===== config.mk =====
export PLATFORM = sky130hd
export DESIGN_NAME = arb_mux
export DESIGN_NICKNAME = d
export VERILOG_FILES = /design/src/rtl/arb_pkg.sv /design/src/rtl/rr.sv /design/src/rtl/arb_mux.sv
export SDC_FILE = /design/constraint.sdc
export NUM_CORES = 1
export LEC_CHECK = 0
export CORE_ASPECT_RATIO = 1.5
export CORE_MARGIN = 2
export CORE_UTILIZATION = 42
export DETAILED_ROUTE_END_ITERATION = 10
export PLACE_DENSITY = 0.93
export SYNTH_ARGS = -nofsm -noshare
export SYNTH_HDL_FRONTEND = slang
export SYNTH_SLANG_ARGS = --single-unit

===== constraint.sdc =====
create_clock -name clk -period 10.5 [get_ports clk]
set_input_delay 2.1 -clock clk [delete_from_list [all_inputs] [get_ports clk]]
set_output_delay 2.1 -clock clk [all_outputs]
set_load 0.005 [all_outputs]

===== src/rtl/arb_pkg.sv =====
// Shared types for the packet-aware arbitrated multiplexer.
package arb_pkg;

    // IDLE: arbitrating among requestors; LOCKED: following one packet to its last beat.
    typedef enum logic {
        IDLE   = 1'b0,
        LOCKED = 1'b1
    } arb_mux_state_t;

endpackage : arb_pkg


===== src/rtl/rr.sv =====
// Round-robin arbiter: one-hot grant from a rotating priority pointer.
// The grant is combinational from req; the pointer only advances on ack.
module rr #(
    parameter int W = 4
) (
    input  logic         clk,
    input  logic         rst,
    input  logic [W-1:0] req,
    input  logic         ack,
    output logic [W-1:0] gnt
);

    localparam int IW = $clog2(W);

    logic [IW-1:0] ptr;
    logic [IW-1:0] gnt_idx;
    logic [IW-1:0] cand;
    logic          found;

    // Scan from the pointer upward, wrapping naturally because W is a power of two.
    always_comb begin
        // NOTE: every combinational output gets a default before any branch, so no latch is inferred.
        gnt     = '0;
        gnt_idx = '0;
        cand    = '0;
        found   = 1'b0;
        for (int i = 0; i < W; i++) begin
            cand = ptr + IW'(i);
            if (!found && req[cand]) begin
                found        = 1'b1;
                gnt[cand]    = 1'b1;
                gnt_idx      = cand;
            end
        end
    end

    // Pointer moves to one past the acknowledged winner; W-1 wraps to 0.
    always_ff @(posedge clk) begin
        // NOTE: sequential state uses non-blocking assignments so all flops update from pre-edge values.
        if (rst) begin
            ptr <= '0;
        end else if (ack && found) begin
            ptr <= gnt_idx + IW'(1);
        end
    end

endmodule : rr


===== src/rtl/arb_mux.sv =====
// Packet-aware round-robin arbitrated mux with a single registered output stage.
// A multi-beat packet locks the mux onto its source until the last beat passes.
module arb_mux
    import arb_pkg::*;
#(
    parameter int W      = 4,
    parameter int DATA_W = 32
) (
    input  logic                   clk,
    input  logic                   rst,
    input  logic [W-1:0]           i_valid,
    input  logic [W-1:0]           i_last,
    input  logic [W*DATA_W-1:0]    i_data,
    output logic [W-1:0]           o_ready_in,
    output logic                   o_valid,
    output logic                   o_last,
    output logic [DATA_W-1:0]      o_data,
    output logic [$clog2(W)-1:0]   o_src,
    input  logic                   i_ready,
    output logic                   o_busy
);

    localparam int IW = $clog2(W);

    arb_mux_state_t state;
    logic [IW-1:0]  lock_idx;
    logic [W-1:0]   gnt;
    logic [IW-1:0]  gnt_idx;
    logic [IW-1:0]  sel_idx;
    logic           adv;
    logic           xfer;
    logic           sel_last;
    logic           rr_ack;

    // Output stage can take a new beat when empty or draining this cycle.
    assign adv = ~o_valid | i_ready;

    rr #(.W(W)) u_rr (
        .clk (clk),
        .rst (rst),
        .req (i_valid),
        .ack (rr_ack),
        .gnt (gnt)
    );

    // Encode the one-hot grant to a channel index.
    always_comb begin
        gnt_idx = '0;
        for (int i = 0; i < W; i++) begin
            if (gnt[i]) gnt_idx = IW'(i);
        end
    end

    // Accept steering: the arbiter winner while idle, only the locked channel otherwise.
    always_comb begin
        o_ready_in = '0;
        if (state == IDLE) begin
            o_ready_in = gnt & {W{adv}};
        end else begin
            o_ready_in[lock_idx] = adv;
        end
    end

    assign xfer     = |(i_valid & o_ready_in);
    assign sel_idx  = (state == IDLE) ? gnt_idx : lock_idx;
    assign sel_last = i_last[sel_idx];
    assign rr_ack   = (state == IDLE) && xfer;
    assign o_busy   = (state == LOCKED);

    // Lock FSM: enter LOCKED on a non-last beat, leave on the last beat.
    always_ff @(posedge clk) begin
        if (rst) begin
            state    <= IDLE;
            lock_idx <= '0;
        end else begin
            case (state)
                IDLE: begin
                    if (xfer && !sel_last) begin
                        state    <= LOCKED;
                        lock_idx <= sel_idx;
                    end
                end
                LOCKED: begin
                    if (xfer && sel_last) begin
                        state <= IDLE;
                    end
                end
                default: state <= IDLE;
            endcase
        end
    end

    // Output register: load on transfer, drain on downstream accept, hold while stalled.
    always_ff @(posedge clk) begin
        if (rst) begin
            o_valid <= 1'b0;
            o_last  <= 1'b0;
            o_data  <= '0;
            o_src   <= '0;
        end else if (xfer) begin
            o_valid <= 1'b1;
            o_last  <= sel_last;
            o_data  <= i_data[sel_idx*DATA_W +: DATA_W];
            o_src   <= sel_idx;
        end else if (i_ready) begin
            o_valid <= 1'b0;
        end
    end

endmodule : arb_mux

---- Word level (Yosys, flattened, before mapping) ----
Index checks and enable logic that the tools add are counted.
operators by class
  muxes and demuxes ....................... 42
  order comparisons ....................... 11
  reductions and logical operators ........ 19
  bitwise gates (word level) .............. 9
  shift operators ......................... 1
  add/sub/neg operators ................... 4
operator list
  kind                                                                          count
  128-bit by 8-bit variable part select with 32-bit output                      1
  4-bit 2-to-1 mux                                                              5
  1-bit 2-to-1 mux                                                              19
  2-bit by 3-bit less-than comparator with 1-bit output, second input constant  6
  2-bit 2-to-1 mux                                                              7
  4-bit bitwise AND                                                             3
  1-bit logical AND                                                             12
  4-bit bitwise OR                                                              3
  1-bit binary-select mux with 2-bit select                                     5
  1-bit demux with 2-bit select                                                 5
  2-bit by 1-bit >= comparator with 1-bit output, second input constant         5
  2-bit by 1-bit adder with 2-bit output, second input constant                 2
  2-bit adder, second input constant                                            2
  1-bit logical NOT                                                             4
  4-bit OR reduction                                                            1
  1-bit inverter                                                                2
  1-bit case mux with 2 select lines                                            1
  2-bit AND reduction                                                           1
  2-bit nonzero test                                                            1
  1-bit bitwise OR                                                              1
storage, ports and cells
  word-level logic and storage cells ...... 93
  input bits .............................. 139
  register bits after elaboration ......... 41
  output and inout bits ................... 41

---- Longest topological paths before layout ----
Gate-level depths: netlist (run 1).
  depth after elaboration ................. 22
  depth in mapped cells ................... 14
  mapped depth without buffers ............ 10

---- Cells and area by module ----
A second synthesis (run 1) with hierarchy kept.
second synthesis, totals
  cells, all modules ...................... 259
  area total of the unflattened synthesis .. 2,882.8 µm²
modules (own cells, without submodules)
  module   seq. area each (µm²)  area each (µm²)  times used  cells each
  arb_mux  780.7                 2,368.5          1           193
  rr       40.0                  514.2            1           66

---- Worst setup path before layout (run 1) ----
No wires, ideal clock.
  path kind ............................... in2out
  from .................................... input port i_valid[3]
  to ...................................... output port o_ready_in[2]
  setup slack ............................. 4.824 ns
  arrival ................................. 3.576 ns
  stages on the path ...................... 7
  cells stage by stage .................... clkbuf_1 > mux4_2 > a311o_1 > o21ai_1 > a21oi_1 > a21oi_1 > nor2_1
on the way
  cells in the longest elaborated chain, start to end .. 14
  elaborated cells between the ends (all ways) .. 26
  those cells by class .................... mux (16); bitwise (4); reduce/logical (6)
RTL lines
  item                                       line           text
  from (decl)                                arb_mux.sv:11  input logic [W-1:0] i_valid,
  1-bit binary-select mux with 2-bit select  rr.sv:29       if (!found && req[cand]) begin
  1-bit 2-to-1 mux (implied by the code)     rr.sv:29
  1-bit 2-to-1 mux                           rr.sv:29
  1-bit logical NOT                          rr.sv:29
  1-bit logical AND                          rr.sv:29
  1-bit 2-to-1 mux                           rr.sv:29
  1-bit logical NOT                          rr.sv:29
  1-bit logical AND                          rr.sv:29
  1-bit 2-to-1 mux                           rr.sv:29
  1-bit logical NOT                          rr.sv:29
  1-bit logical AND                          rr.sv:29
  4-bit 2-to-1 mux (*)                       rr.sv:29
  4-bit bitwise AND (*)                      arb_mux.sv:58  o_ready_in = gnt & {W{adv}};
  4-bit 2-to-1 mux (*)                       arb_mux.sv:57  if (state == IDLE) begin
  to (decl)                                  arb_mux.sv:14  output logic [W-1:0] o_ready_in,
Every way passes the cells marked *; elsewhere a longest branch is shown, timed or not. The select of a mux whose other input is x is not followed.

---- Worst setup path in the final report (run 1) ----
  from .................................... input port i_valid[0]
  to ...................................... output port o_ready_in[1]
Same word-level chain as after synthesis.

==> results of run 1 <==
## worst min-delay path, cell delays in order (launching register included)
cell     delay (ps)
dfxtp_1         320
nand2_1          50
a21oi_1          50
## registers in the layout, indices dropped and copies added (netlist names)
register,flops
u_rr.ptr,2
lock_idx,2
o_last,1
o_src,2
o_data,32
o_valid,1
o_busy,1
## metal layers
layer	up-vias	GRT usage	wire length, um
met5	-	0	0
met4	0	0.1084	408
met3	25	0.04950	767
met2	168	0.5411	6286
met1	1655	0.2921	3999
li1	1676	-	-
## cell type report
class	instances	area, um2	area share
clock inverters	1	5.005	0.0009889
inverters	41	153.9	0.03041
repair buffers	181	1807	0.3570
flip-flops and latches	41	820.8	0.1622
clock buffers	7	96.34	0.01904
multi-input cells	261	2053	0.4057
well taps	100	125.1	0.02472
## worst paths after layout
| path | slack (ps) | cells past startpoint | endpoint |
|---|---|---|---|
| worst max register to register | 5100 | 10 | o_data[1]$_SDFFE_PP0P_ |
| worst min register to register | 470 | 2 | o_last$_SDFFE_PP0P_ |
| worst min-delay path | 470 | 2 | o_last$_SDFFE_PP0P_ |
| worst max-delay path | 3400 | 8 | o_ready_in[1] |
## cells by family after synthesis
group	Yosys count	share of synthesized area
simple gates	95	0.1461
flops	41	0.2611
mux	74	0.2615
buf+inv	70	0.09275
fa+ha+maj	6	0.02388
compound gates	85	0.2118
xor+xnor	1	0.002787
## power by group through the flow
stage	clock network [mW]	registers [mW]	logic [mW]
global placement	0	0.258	0.956
floorplan	0	0.240	0.695
global route	0.120	0.264	1.06
detailed placement	0	0.260	0.977
finish	0.113	0.257	0.983
CTS	0.114	0.257	0.983
## through the flow
| step | cells | hold slack (ps) |
|---|---|---|
| 2_1_floorplan | 372 | 452.7 |
| 3_3_place_gp | 624 | 463.1 |
| 3_5_place_dp | 624 | 464.0 |
| 4_1_cts | 632 | 475.3 |
| 5_1_grt | 632 | 514.0 |
| 6_report | 632 | 470.5 |
## cells in the final DEF (no fill, tap or decap), types with 2 or more instances in the layout
master	instances
a211o_1	2
a211oi_1	3
a21oi_1	16
and3_1	2
buf_4	2
clkbuf_8	7
clkdlybuf4s50_1	179
dfxtp_1	41
ha_1	6
inv_1	41
mux2_2	35
mux2i_1	36
mux4_2	3
nand2_1	43
nand2b_1	6
nand3_1	5
nand3b_1	2
nand4_1	2
nand4b_1	2
nor2_1	13
nor2b_1	4
nor3_1	6
nor4_1	2
o2111ai_1	2
o211ai_1	4
o21a_1	3
o21ai_0	2
o21ai_1	2
o221ai_1	32
or2_2	2
or4_1	2
==> out/metrics.cfg, run 1 <==
[place]
port_buffers = 179
pre_cts_ws_ps = 3414
placed_cell_area_um2 = 4960
routabilityCongestion = 0.9187
dpl.hpwl_um = 9136

[clock_tree]
clockBufferDepth = 2
cts_buffers = 5
root_buffer = clkbuf_8
cts.reportedPaths.clkPinSlew_ps = 70
ctsHoldBuffers = 0
cts_tree = done
clock_sinks = 41
cts_setup_buffers = 0
cts_resized = 0
cts.htree.levels = 2
clk-insertion-delay-late_ps = 290

[detailed_routing]
drc_errors = 0
vias = 3524
drt_iter0_drc = 192
viasPerCell = 5.576
final_antenna_net_count = 0
drt-total-wl_um = 11460
firstDrtPassIters = 7
wl_per_cell_um = 18.14

[worst_setup_path]
reg2reg_from = u_rr.ptr[0]$_SDFFE_PP0P_
crit_path_start_kind = input pin
path_class = input pin to output pin
critPathRequiredTime_ps = 8400
worst-path-max-fanout = 16
cpMaxStageDelayCell = clkdlybuf4s50_1
cpMostUsedCell = clkdlybuf4s50_1
crit_start = i_valid[0]
critPathCaptureType = output pin
path_buf_inv = 2
worstPathCellList = clkdlybuf4s50_1 > or3b_1 > a2111oi_0 > or3_1 > a211oi_1 > o21a_1 > nor2_1 > clkdlybuf4s50_1
crit_arrival_ps = 5000
cp_top_family = buffers and inverters
max_stage_delay_ps = 780

[timing]
finalCritPeriodShare = 0.6765
timing.slew.headroom = 0.1978
tns_ps = 0
clock_skew_ps = 6.431
finalSetupViolations = 0
report.final.slew_viol_count = 0
final_hold_viol_count = 0
max_freq_ghz = 0.1408
period_minus_slack_ps = 7103
max_slew.worst_pin.slew_ps = 1200
rsz0062_at_grt = no
setup_ws_ps = 3397

[die]
core-area_um2 = 7227
initial_utilization = 0.4349
die-area_um2 = 8206
die_h_um = 110.0
placementRows = 38
ios = 180
die_w_um = 74.63

[finish]
fin_util = 0.7003
final_nets = 676
stdcell_area_um2 = 5061
layout-drive-gt1-share = 0.1015
syn2layout_area_growth_pct = 61.03
n_antenna_cell = 0
fillers = 562

[logic_synthesis]
synthFlopType = dfxtp_1
synth_area_leader_cell = dfxtp_1
async_reset_ff_frac = 0
synth_area_leaders = dfxtp_1 (26%), mux2_2 (13%), mux2i_1 (11%), o221ai_1 (8.9%), nand2_1 (5.1%)
ys_seq_elements = 41
seq_area_frac_synth = 0.2611
synth.most_common_cell = nand2_1
syn_nets = 517
yosys_warnings = 0
synthesis.area_um2 = 3143
netlist.area_leader.share = 0.2611
synth_cell_types = 57
syn_avg_cell_area_um2 = 8.449
synthCells = 372
synth-edff-count = 0
ys_top_cells_by_count = nand2_1 (43), dfxtp_1 (41), inv_1 (41), mux2i_1 (36), mux2_2 (35)

[power]
power_mw = 1.354
share_seq_of_total_power = 0.190
p_comb_frac = 0.727
p_int_mw = 0.7522
clkPwrFrac = 0.084
switchingPower_mw = 0.6014
swShare = 0.4443
leakagePower_nw = 1.873
max-vdd-ir-drop_v = 0.0002323
powerDensity_nw_per_um2 = 267.5

[grt]
grt_start_max_net_pins = 71
antenna_found_initial = 0
grt_pass1_wl_um = 17650
grt_pass1_vias = 3618
gr-total-overflow = 0
grt_util_all_layers = 0.2815

[run]
maxCapViolCount = 0

[hold_path]
min_from = o_last$_SDFFE_PP0P_
hold_path_class = register to register

[outcome]
outcome = finished, final reports clean

Note: power is estimated with default switching activity, not from simulation.
==> run 2: changes to the inputs <==
CORE_UTILIZATION = 39   (was 42)
PLACE_DENSITY = 0.88   (was 0.93)
clock period = 6.9 ns   (was 10.5 ns; I/O delays follow)
==> run 2 against run 1 <==
  * Combinational power rose by 50%
  * Clock skew fell by 2.7 ps
  * Clock power rose by 120%
  * Core utilization fell by 5.0 points
  * Non-clock buffer count rose by 2
  * Cell area rose by 1.6%
  * Via count fell by 1.4%
  * Sequential share of layout area fell by 0.25 points
  * Cell count rose by 0.95%
  * Critical path depth did not move
  * Largest power group unchanged
  * Highest routed layer unchanged
==> out/metrics.cfg, run 2 (same netlist as run 1, synthesis figures left out) <==
[worst_setup_path]
worst-path-max-fanout = 15
path_class = input pin to output pin
r2r-end = o_data[27]$_SDFFE_PP0P_
crit_arrival_ps = 4170
reg2reg_slack_ps = 1700
r2r_cells = 10
critPathRequiredTime_ps = 5520
crit_start = i_valid[1]
crit_end = o_ready_in[1]
crit_path_start_kind = input pin
reg2reg_from = u_rr.ptr[0]$_SDFFE_PP0P_
critPathCaptureType = output pin

[grt]
antenna_found_initial = 0
grt_start_max_net_pins = 41
gr-total-overflow = 0
grt_pass1_wl_um = 16770
grt_util_all_layers = 0.2367
grt_pass1_vias = 3560

[power]
p_int_mw = 1.224
powerDensity_nw_per_um2 = 411.3
leakagePower_nw = 1.908
share_seq_of_total_power = 0.183
clkPwrFrac = 0.120
max-vdd-ir-drop_v = 0.0002889
p_comb_frac = 0.697
swShare = 0.4213
switchingPower_mw = 0.8910

[clock_tree]
cts_setup_buffers = 0
clk-insertion-delay-late_ps = 280
root_buffer = clkbuf_16
cts_resized = 0
clockBufferDepth = 2
clock_sinks = 41
cts.htree.levels = 2
cts_buffers = 5
ctsHoldBuffers = 0
cts.reportedPaths.clkPinSlew_ps = 60
cts_tree = done

[timing]
finalSetupViolations = 0
final_hold_viol_count = 0
finalCritPeriodShare = 0.8036
rsz0062_at_grt = no
tns_ps = 0
timing.slew.headroom = 0.2464
report.final.slew_viol_count = 0
period_minus_slack_ps = 5545
max_slew.worst_pin.slew_ps = 1128
clock_skew_ps = 3.757
hold-worst-slack_ps = 480.1
max_freq_ghz = 0.1803

[outcome]
outcome = finished, final reports clean

[finish]
syn2layout_area_growth_pct = 63.57
fin_util = 0.6502
top_register = o_data
mostFrequentLayoutCells = clkdlybuf4s50_1 (179), nand2_1 (43), inv_1 (41), dfxtp_1 (41), mux2i_1 (36)
final_nets = 678
largest_reg_flops = 32
layout-drive-gt1-share = 0.1032
n_antenna_cell = 0
final_common_cell = clkdlybuf4s50_1
stdcell_area_um2 = 5141

[place]
port_buffers = 179
dpl.hpwl_um = 8339
routabilityCongestion = 0.9691
placed_cell_area_um2 = 4981

[detailed_routing]
wl_per_cell_um = 16.32
vias = 3475
drt-total-wl_um = 10410
viasPerCell = 5.447
drt_iter0_drc = 139
firstDrtPassIters = 5
drc_errors = 0
final_antenna_net_count = 0

[die]
core-area_um2 = 7908
die-area_um2 = 8808
ios = 180
die_w_um = 77.30
die_h_um = 113.9
initial_utilization = 0.3975
placementRows = 40

[hold_path]
hold_path_class = register to register

[run]
maxCapViolCount = 0

==> run 2: cell count changes in the layout (fill, tap and decap cells not counted) <==
cell       previous run  this run
bufinv_16             0         1
buf_4                 2         4
clkbuf_8              7         0
clkbuf_16             0         5
==> run 2: worst min path at each step <==
stage | start | end | slack [ps] | depth (start not counted)
final | o_last$_SDFFE_PP0P_ | o_last$_SDFFE_PP0P_ | 480 | 2
after global routing | o_last$_SDFFE_PP0P_ | o_last$_SDFFE_PP0P_ | 510 | 2
after CTS | o_last$_SDFFE_PP0P_ | o_last$_SDFFE_PP0P_ | 480 | 2
after detailed placement | o_last$_SDFFE_PP0P_ | o_last$_SDFFE_PP0P_ | 470 | 2
after global placement | o_last$_SDFFE_PP0P_ | o_last$_SDFFE_PP0P_ | 470 | 2
after floorplan | o_last$_SDFFE_PP0P_ | o_last$_SDFFE_PP0P_ | 450 | 2
==> run 2: final cells by class <==
type,count,area (um2)
fillers,656,2766
multi-input cells,261,2053
repair buffers,183,1822
flip-flops and latches,41,820.8
inverters,41,153.9
well taps,105,131.4
clock buffers,5,125.1
clock inverters,2,35.03
==> run 2: metrics by stage <==
stage	power [mW]	cells	setup WS (ps)
CTS	2.130	638	1413
finish	2.115	638	1355
global route	2.275	638	1174
floorplan	1.424	372	2664
global placement	1.818	631	1437
detailed placement	1.865	631	1347
==> run 2: critical path, cell delays in order <==
cell and delay (ps):
clkdlybuf4s50_1 650, nand2b_1 280, mux4_2 500, o311ai_0 390, a211oi_1 180, o21a_1 200, nor2_1 80, clkdlybuf4s50_1 500
==> run 2: power by group through the flow <==
stage,registers [mW],logic (mW),clock network (mW)
2_1_floorplan,0.366,1.06,0
3_3_place_gp,0.383,1.44,0
3_5_place_dp,0.390,1.48,0
4_1_cts,0.385,1.48,0.263
5_1_grt,0.398,1.61,0.271
6_report,0.386,1.47,0.254
==> run 2: per-layer routing <==
metal	vias to the layer above	global-route usage	part of all wire	wire [um]
li1	1683	-	-	-
met1	1555	0.2437	0.34	3590
met2	206	0.4499	0.54	5630
met3	31	0.05380	0.080	829
met4	0	0.1048	0.035	364
met5	-	0	0	0
==> run 3: changes to the inputs <==
clock period = 5.15 ns   (was 6.9 ns; I/O delays follow)
==> run 3 against run 2 <==
  * Sequential share of layout area shrank 0.11 points
  * Die area is the same
  * Worst setup slack lost 1100 ps
  * Sequential power grew 28%
  * Cell count grew 0.47%
  * Worst hold slack lost 25 ps
  * Clock skew grew 2.0 ps
  * Power grew 37%
  * Critical endpoint unchanged
  * Largest power group unchanged
==> out/metrics.cfg, run 3 (same netlist as run 1, synthesis figures left out) <==
[detailed_routing]
firstDrtPassIters = 5
drt-total-wl_um = 10670
viasPerCell = 5.474
wl_per_cell_um = 16.64
drt_iter0_drc = 141
final_antenna_net_count = 0
drc_errors = 0
vias = 3509

[die]
core-area_um2 = 7908
die_w_um = 77.30
die_h_um = 113.9
die-area_um2 = 8808
placementRows = 40
initial_utilization = 0.3975
ios = 180

[grt]
grt_pass1_vias = 3641
grt_pass1_wl_um = 17530
grt_util_all_layers = 0.2487
gr-total-overflow = 0
grt_start_max_net_pins = 41
antenna_found_initial = 0

[place]
dpl.hpwl_um = 8263
routabilityCongestion = 0.9941
port_buffers = 179
placed_cell_area_um2 = 5016

[clock_tree]
clockBufferDepth = 2
cts_buffers = 5
root_buffer = clkbuf_16
cts_tree = done
cts.reportedPaths.clkPinSlew_ps = 60
cts.htree.levels = 2
cts_setup_buffers = 0
clock_sinks = 41
cts_resized = 0
clk-insertion-delay-late_ps = 290
ctsHoldBuffers = 0

[power]
power_mw = 2.906
leakagePower_nw = 1.926
p_comb_frac = 0.709
max-vdd-ir-drop_v = 0.0002902
clkPwrFrac = 0.120
swShare = 0.4219
p_int_mw = 1.680
switchingPower_mw = 1.226
share_seq_of_total_power = 0.170
powerDensity_nw_per_um2 = 561.3

[finish]
layout-drive-gt1-share = 0.1082
largest_reg_flops = 32
n_antenna_cell = 0
stdcell_area_um2 = 5176
fillers = 668
final_nets = 681
syn2layout_area_growth_pct = 64.69
top_register = o_data
mostFrequentLayoutCells = clkdlybuf4s50_1 (179), nand2_1 (43), inv_1 (41), dfxtp_1 (41), mux2i_1 (36)
final_common_cell = clkdlybuf4s50_1

[worst_setup_path]
reg2reg_from = u_rr.ptr[1]$_SDFFE_PP0P_
crit_start = i_valid[1]
worst-path-max-fanout = 15
critPathCaptureType = output pin
crit_arrival_ps = 3850
r2r_cells = 11
path_class = input pin to output pin
critPathRequiredTime_ps = 4120
crit_path_start_kind = input pin

[timing]
finalCritPeriodShare = 0.9472
clock_skew_ps = 5.717
tns_ps = 0
finalSetupViolations = 0
final_hold_viol_count = 0
max_freq_ghz = 0.2050
period_minus_slack_ps = 4878
max_slew.worst_pin.slew_ps = 606.3
timing.slew.headroom = 0.5933
report.final.slew_viol_count = 0
rsz0062_at_grt = no

[outcome]
outcome = finished, final reports clean

[hold_path]
hold_path_class = register to register
hold_path_depth = 2
min_from = o_last$_SDFFE_PP0P_

[run]
maxCapViolCount = 0

run 3: cell count changes in the layout (fill, tap and decap cells not counted):
cell | previous run | this run
buf_4 | 4 | 6
buf_12 | 0 | 1
run 3: cell type report:
class	instances	area, um2	area share
repair buffers	186	1857	0.3587
flip-flops and latches	41	820.8	0.1586
well taps	105	131.4	0.02538
inverters	41	153.9	0.02973
clock inverters	2	35.03	0.006768
multi-input cells	261	2053	0.3967
clock buffers	5	125.1	0.02417
run 3: power by group through the flow:
stage / Clock [mW] / Sequential [mW] / Combinational (mW)
finish: 0.350 / 0.495 / 2.06
global route: 0.366 / 0.506 / 2.24
CTS: 0.357 / 0.494 / 2.07
detailed placement: 0 / 0.500 / 2.05
global placement: 0 / 0.492 / 1.99
floorplan: 0 / 0.490 / 1.42
run 3: per-layer routing:
metal  up-vias  GRT usage  wire length (um)
met5         -          0                 0
met4         0     0.1214               366
met3        27    0.06725               805
met2       165     0.4655              5737
met1      1633     0.2510              3760
li1       1684          -                 -
run 3: critical path, cell delays in order:
cell,delay (ps)
clkdlybuf4s50_1,650
nand2b_1,290
mux4_2,520
o311ai_0,380
a211oi_1,180
o21a_1,200
nor2_1,80
clkdlybuf4s50_1,510
run 3: stage by stage:
step | hold slack (ps) | std cells | utilization | setup WS, ps
final | 455.1 | 641 | 0.6546 | 272.0
after global routing | 496.2 | 641 | 0.6546 | 79.84
after CTS | 457.8 | 641 | 0.6546 | 308.3
after detailed placement | 449.6 | 634 | 0.6343 | 300.9
after global placement | 448.2 | 634 | 0.6343 | 373.3
after floorplan | 452.7 | 372 | - | 1527
run 3: path summary, 6_finish.rpt:
path / end / slack (ps)
worst min-delay path: o_last$_SDFFE_PP0P_ / 460
worst max register to register: o_data[17]$_SDFFE_PP0P_ / 940
worst max-delay path: o_ready_in[1] / 270
worst min register to register: o_last$_SDFFE_PP0P_ / 460
